### src/rtl/fetch_stage.sv
// Instruction-fetch stage and IF/ID register with a single-outstanding imem handshake.
// Optional perf counters are built only when FETCH_PERF_EN is defined.
module fetch_stage #(
    parameter int              XLEN     = 32,
    parameter logic [XLEN-1:0] RESET_PC = '0,
    parameter logic [31:0]     NOP      = 32'h0000_0013
) (
    input  logic            clk,
    input  logic            rst,
    input  logic            StallF,
    input  logic            StallD,
    input  logic            FlushD,
    input  logic [1:0]      PCSrcE,
    input  logic [XLEN-1:0] PCTargetE,
    input  logic [XLEN-1:0] ALUResultE,
    output logic            imem_req,
    output logic [XLEN-1:0] imem_addr,
    input  logic            imem_ready,
    input  logic            imem_rvalid,
    input  logic [31:0]     imem_rdata,
    output logic [31:0]     InstrD,
    output logic [XLEN-1:0] PCD,
    output logic [XLEN-1:0] PCPlus4D,
    output logic            ValidD,
    output logic            FetchBusy,
    output logic [31:0]     PerfFetched,
    output logic [31:0]     PerfBubbles
);

    typedef enum logic [1:0] {S_REQ, S_WAIT, S_HOLD} state_e;

    state_e          state_q, state_d;
    logic            drop_q, drop_d;
    logic [XLEN-1:0] pcf_q, pcf_d;
    logic [31:0]     hold_instr_q, hold_instr_d;
    logic [XLEN-1:0] hold_pc_q, hold_pc_d;
    logic [31:0]     instr_d_q, instr_d_d;
    logic [XLEN-1:0] pc_d_q, pc_d_d;
    logic [XLEN-1:0] pcp4_d_q, pcp4_d_d;
    logic            valid_d_q, valid_d_d;

    logic            redir;
    logic [XLEN-1:0] target;
    logic            avail;
    logic            handoff;
    logic            load_bubble;
    logic [31:0]     src_instr;
    logic [XLEN-1:0] src_pc;

    always_comb begin
        redir  = (PCSrcE == 2'b01) || (PCSrcE == 2'b10);
        target = (PCSrcE == 2'b10) ? (ALUResultE & ~XLEN'(1)) : PCTargetE;
        avail  = ((state_q == S_WAIT) && imem_rvalid && !drop_q) || (state_q == S_HOLD);
        src_instr = (state_q == S_HOLD) ? hold_instr_q : imem_rdata;
        src_pc    = (state_q == S_HOLD) ? hold_pc_q    : pcf_q;
        handoff     = avail && !StallF && !StallD && !redir && !FlushD;
        load_bubble = FlushD || redir || (!StallD && !handoff);
    end

    // State register
    always_ff @(posedge clk or posedge rst) begin
        if (rst) state_q <= S_REQ;
        else     state_q <= state_d;
    end

    // Next-state logic; drop marks an in-flight response as belonging to a stale PC
    always_comb begin
        state_d = state_q;
        drop_d  = drop_q;
        case (state_q)
            S_REQ: begin
                if (imem_ready) begin
                    state_d = S_WAIT;
                    drop_d  = redir;
                end
            end
            S_WAIT: begin
                if (imem_rvalid) begin
                    drop_d = 1'b0;
                    if (drop_q || redir || handoff) state_d = S_REQ;
                    else                            state_d = S_HOLD;
                end else if (redir) begin
                    drop_d = 1'b1;
                end
            end
            S_HOLD: begin
                if (redir || handoff) state_d = S_REQ;
            end
            default: state_d = S_REQ;
        endcase
    end

    // Outputs
    always_comb begin
        imem_req  = (state_q == S_REQ);
        imem_addr = pcf_q;
        FetchBusy = (state_q == S_WAIT);
    end

    always_comb begin
        pcf_d = pcf_q;
        if (redir)        pcf_d = target;
        else if (handoff) pcf_d = pcf_q + XLEN'(4);

        hold_instr_d = hold_instr_q;
        hold_pc_d    = hold_pc_q;
        if ((state_q == S_WAIT) && avail && !handoff && !redir) begin
            hold_instr_d = imem_rdata;
            hold_pc_d    = pcf_q;
        end

        instr_d_d = instr_d_q;
        pc_d_d    = pc_d_q;
        pcp4_d_d  = pcp4_d_q;
        valid_d_d = valid_d_q;
        if (FlushD || redir || (!StallD && !handoff)) begin
            instr_d_d = NOP;
            pc_d_d    = '0;
            pcp4_d_d  = '0;
            valid_d_d = 1'b0;
        end else if (!StallD) begin
            instr_d_d = src_instr;
            pc_d_d    = src_pc;
            pcp4_d_d  = src_pc + XLEN'(4);
            valid_d_d = 1'b1;
        end
    end

    always_ff @(posedge clk or posedge rst) begin
        if (rst) begin
            drop_q       <= 1'b0;
            pcf_q        <= RESET_PC;
            hold_instr_q <= '0;
            hold_pc_q    <= '0;
            instr_d_q    <= NOP;
            pc_d_q       <= '0;
            pcp4_d_q     <= '0;
            valid_d_q    <= 1'b0;
        end else begin
            drop_q       <= drop_d;
            pcf_q        <= pcf_d;
            hold_instr_q <= hold_instr_d;
            hold_pc_q    <= hold_pc_d;
            instr_d_q    <= instr_d_d;
            pc_d_q       <= pc_d_d;
            pcp4_d_q     <= pcp4_d_d;
            valid_d_q    <= valid_d_d;
        end
    end

    assign InstrD   = instr_d_q;
    assign PCD      = pc_d_q;
    assign PCPlus4D = pcp4_d_q;
    assign ValidD   = valid_d_q;

`ifdef FETCH_PERF_EN
    logic [31:0] perf_fetched_q, perf_fetched_d;
    logic [31:0] perf_bubbles_q, perf_bubbles_d;

    always_comb begin
        perf_fetched_d = perf_fetched_q + (handoff     ? 32'd1 : 32'd0);
        perf_bubbles_d = perf_bubbles_q + (load_bubble ? 32'd1 : 32'd0);
    end

    always_ff @(posedge clk or posedge rst) begin
        if (rst) begin
            perf_fetched_q <= '0;
            perf_bubbles_q <= '0;
        end else begin
            perf_fetched_q <= perf_fetched_d;
            perf_bubbles_q <= perf_bubbles_d;
        end
    end

    assign PerfFetched = perf_fetched_q;
    assign PerfBubbles = perf_bubbles_q;
`else
    logic unused_perf;
    assign unused_perf = load_bubble;
    assign PerfFetched = '0;
    assign PerfBubbles = '0;
`endif

endmodule

### config.mk
export PLATFORM = sky130hd
export DESIGN_NAME = fetch_stage
export DESIGN_NICKNAME = d
export VERILOG_FILES = /design/src/rtl/fetch_stage.sv
export SDC_FILE = /design/constraint.sdc
export NUM_CORES = 1
export LEC_CHECK = 0
export CORE_ASPECT_RATIO = 1.25
export CORE_MARGIN = 3
export CORE_UTILIZATION = 33
export DETAILED_ROUTE_END_ITERATION = 6
export MAX_ROUTING_LAYER = met4
export SETUP_SLACK_MARGIN = 0.5
export SYNTH_ARGS = -nofsm -noshare
export SYNTH_HDL_FRONTEND = slang
export SYNTH_SLANG_ARGS = --single-unit
export TNS_END_PERCENT = 1
### constraint.sdc
create_clock -name clk -period 8.1 [get_ports clk]
set_input_delay 1.215 -clock clk [delete_from_list [all_inputs] [get_ports clk]]
set_output_delay 1.215 -clock clk [all_outputs]
set_load 0.05 [all_outputs]
==> results.toml <==
[timing]
finalHoldViolCount = 0
slew_violations = 0
fin_crit_ns = 4.12
fmax_mhz = 243
worst_pin_slew_ns = 1.05
period_share = 0.509
relSlewSlack = 0.300
fin_worst_skew_ns = 0.0133
finalSetupViolations = 0
rsz0062_at_grt = "no"
fin_setup_tns_ns = 0

[setup_path]
cp_slowest_cell = "nor2_4"
end_kind = "flip-flop"
crit_chain = "clkdlybuf4s50_1, inv_1, ha_2, buf_4, nand2_1, nor2_4, buf_4, nand2_1, o21ai_0"
critPathBufInv = 4
slowest_delay_ns = 0.80
worst_ep_arrival_time_ns = 4.47
path_max_fanout = 71
worst-setup-path-type = "input port to flip-flop"
start_kind = "input port"
cpLargestDelayFamily = "buffers and inverters"
required_ns = 8.44

[clock_tree]
post_cts_resized = 0
cts_tree = "built"
insertion_delay_ns = 0.43
hold_buffers = 0
htree_levels = 4
cts_made_buffers = 17
postCtsSetupRepairBufs = 0
cts-root-buf = "clkbuf_16"
path_clk_slew_ns = 0.07
cts.path.max_buffers = 2
clock-sinks = 194

[floorplanning]
die_area_mm2 = 0.0323
die_x_um = 161
row_count = 70
core_area_mm2 = 0.0295
num_io_pins = 300
die_h_um = 200
start_util = 0.338

[global_routing]
grt_use_met2 = 0.279
met1_usage = 0.218
grt_pass1_vias = 7368
top_usage_layer = "met2"
grt_max_degree = 136
grt_use_total = 0.170
grt_pass1_wl_um = 42100
grt-ovfl-total = 0
gr-usage-met3 = 0.0350
antenna_found_initial = 0

[cells_and_area]
antenna_cells = 0
final_cell_mix = "clkdlybuf4s50_1 (234), dfrtp_1 (191), nand2_1 (163), o21ai_0 (91), mux2i_1 (71)"
syn_to_final_growth_pct = 30.1
drive_gt1_frac = 0.104
layout_commonest_cell = "clkdlybuf4s50_1"
fin_nets = 1285

[yosys]
synthCells = 977
synth_top_cell_by_area = "dfrtp_1"
synth_seq_area_share = 0.487
synth_edf_count = 0
synth_xor_xnor_area_share = 0.0430
synth_area_leaders = "dfrtp_1 (48%), mux2_2 (7.5%), mux2i_1 (7.1%)"
synth_top_family_by_area = "multiplexers"
synth_top_flop_cell = "dfrtp_1"
postSynth.asyncResetShare = 1.00
synth.distinct_cells = 57
synth-seq-cells = 194
synthAdderAreaFrac = 0.00377
synth.top_cell.area_share = 0.479
synth_compound_area_frac = 0.103
synthSimpleGateAreaFrac = 0.136
avgSynthCellArea_um2 = 10.2
netlist_area_mm2 = 0.00997
synth_mux_area_frac = 0.149
yosysWarnings = 0

[detailed_routing]
drtIter0Drc = 463
routed_via_density = 4.72
drcViolationCount = 0
wl_per_cell_um = 17.0
ant_nets = 0
dr_total_vias = 7482
routed_wl_um = 27000
drtPass1Iterations = 4

[worst_hold_path]
hold_path_class = "flip-flop to flip-flop"

[power]
power.total_w = 0.00302
p_leak_nw = 5.45
p_per_area_mw_per_mm2 = 232
ir_drop_v = 0.000110

[placed_design]
dpl.hpwl_um = 19300
port_buffers = 234
gp_congestion = 0.758

[status]
status = "complete, no violations"

[flow_run]
maxCapViolCount = 0
## flip-flops by register name (all words and copies together), names as in the netlist
| name | count |
|---|---|
| hold_pc_q | 32 |
| state_q | 2 |
| drop_q | 1 |
| PCPlus4D | 30 |
| imem_addr | 32 |
| hold_instr_q | 32 |
| InstrD | 32 |
| ValidD | 1 |
| PCD | 32 |
## report_power, final
part | switching, W | internal (W)
Combinational | 0.000489 | 0.000355
Sequential | 0.000161 | 0.00117
Clock | 0.000378 | 0.000466
## cells in the mapped netlist (3+ instances only)
cell	number
mux2_2	66
nand2b_1	3
dfrtp_1	191
a211oi_1	19
ha_1	3
buf_4	70
mux2i_1	71
and2_1	3
nor4_2	3
nor3_1	11
xnor2_1	16
dfstp_2	3
a31oi_1	7
a21oi_1	28
nor2b_1	19
nand2_1	164
nor2_1	31
buf_1	8
xor2_1	33
o21ai_1	5
nor4_1	7
nand3_1	12
and4_1	3
buf_2	8
a22o_1	9
nand4_1	7
and3_1	7
clkbuf_1	36
inv_1	9
o21ai_0	91
## final cells by class
class,instances,area (um^2)
inverters,9,41.3
clock inverters,11,129
flip-flops and latches,194,4860
fillers,2915,16500
repair buffers,241,2390
well taps,396,495
clock buffers,21,450
multi-input cells,714,4600
## final timing paths
| kind | startpoint | endpoint | slack [ns] | cells after the start |
|---|---|---|---|---|
| max | PCSrcE[0] | PCPlus4D[8] | 3.98 | 9 |
| min in group asynchronous | rst | hold_instr_q[10] | 1.43 | 2 |
| max reg2reg | state_q[1] | PCPlus4D[31] | 4.64 | 7 |
| min | InstrD[9] | InstrD[9] | 0.48 | 2 |
| min reg2reg | InstrD[9] | InstrD[9] | 0.48 | 2 |
| max in group asynchronous | rst | hold_pc_q[29] | 5.34 | 3 |
## cells by family (layout without fill, tap and decap cells)
group | Yosys count | after routing
compound gates | 175 | 175
xor+xnor | 49 | 49
fa+ha+maj | 3 | 3
buf+inv | 132 | 282
flops | 194 | 194
mux | 139 | 139
other cells | 1 | 64
simple gates | 284 | 284
## per-layer routing
metal  part of all wire  wire (um)
met1               0.45      12100
met2               0.49      13100
met3              0.052       1400
met4              0.013        364
met5                  0          0
## metrics by stage
step                      setup WS, ns  cells   util  area [um^2]  hold slack [ns]
after floorplan                   1.61   1040      -        10200            0.466
after global placement            3.50   1554  0.420        12400            0.461
after detailed placement          3.44   1554  0.420        12400            0.466
after CTS                         3.91   1586  0.439        13000            0.484
after global routing              3.68   1586  0.439        13000            0.503
final                             3.98   1586  0.439        13000            0.478
## tightest hold or removal path: cells and delay by family (launching register included)
kind,cells,cell delay (ns)
flip-flops,1,0.34
AO/OA/AOI/OAI,1,0.06
AND/OR/NAND/NOR,1,0.05
Note: power is estimated with default switching activity, not from simulation.
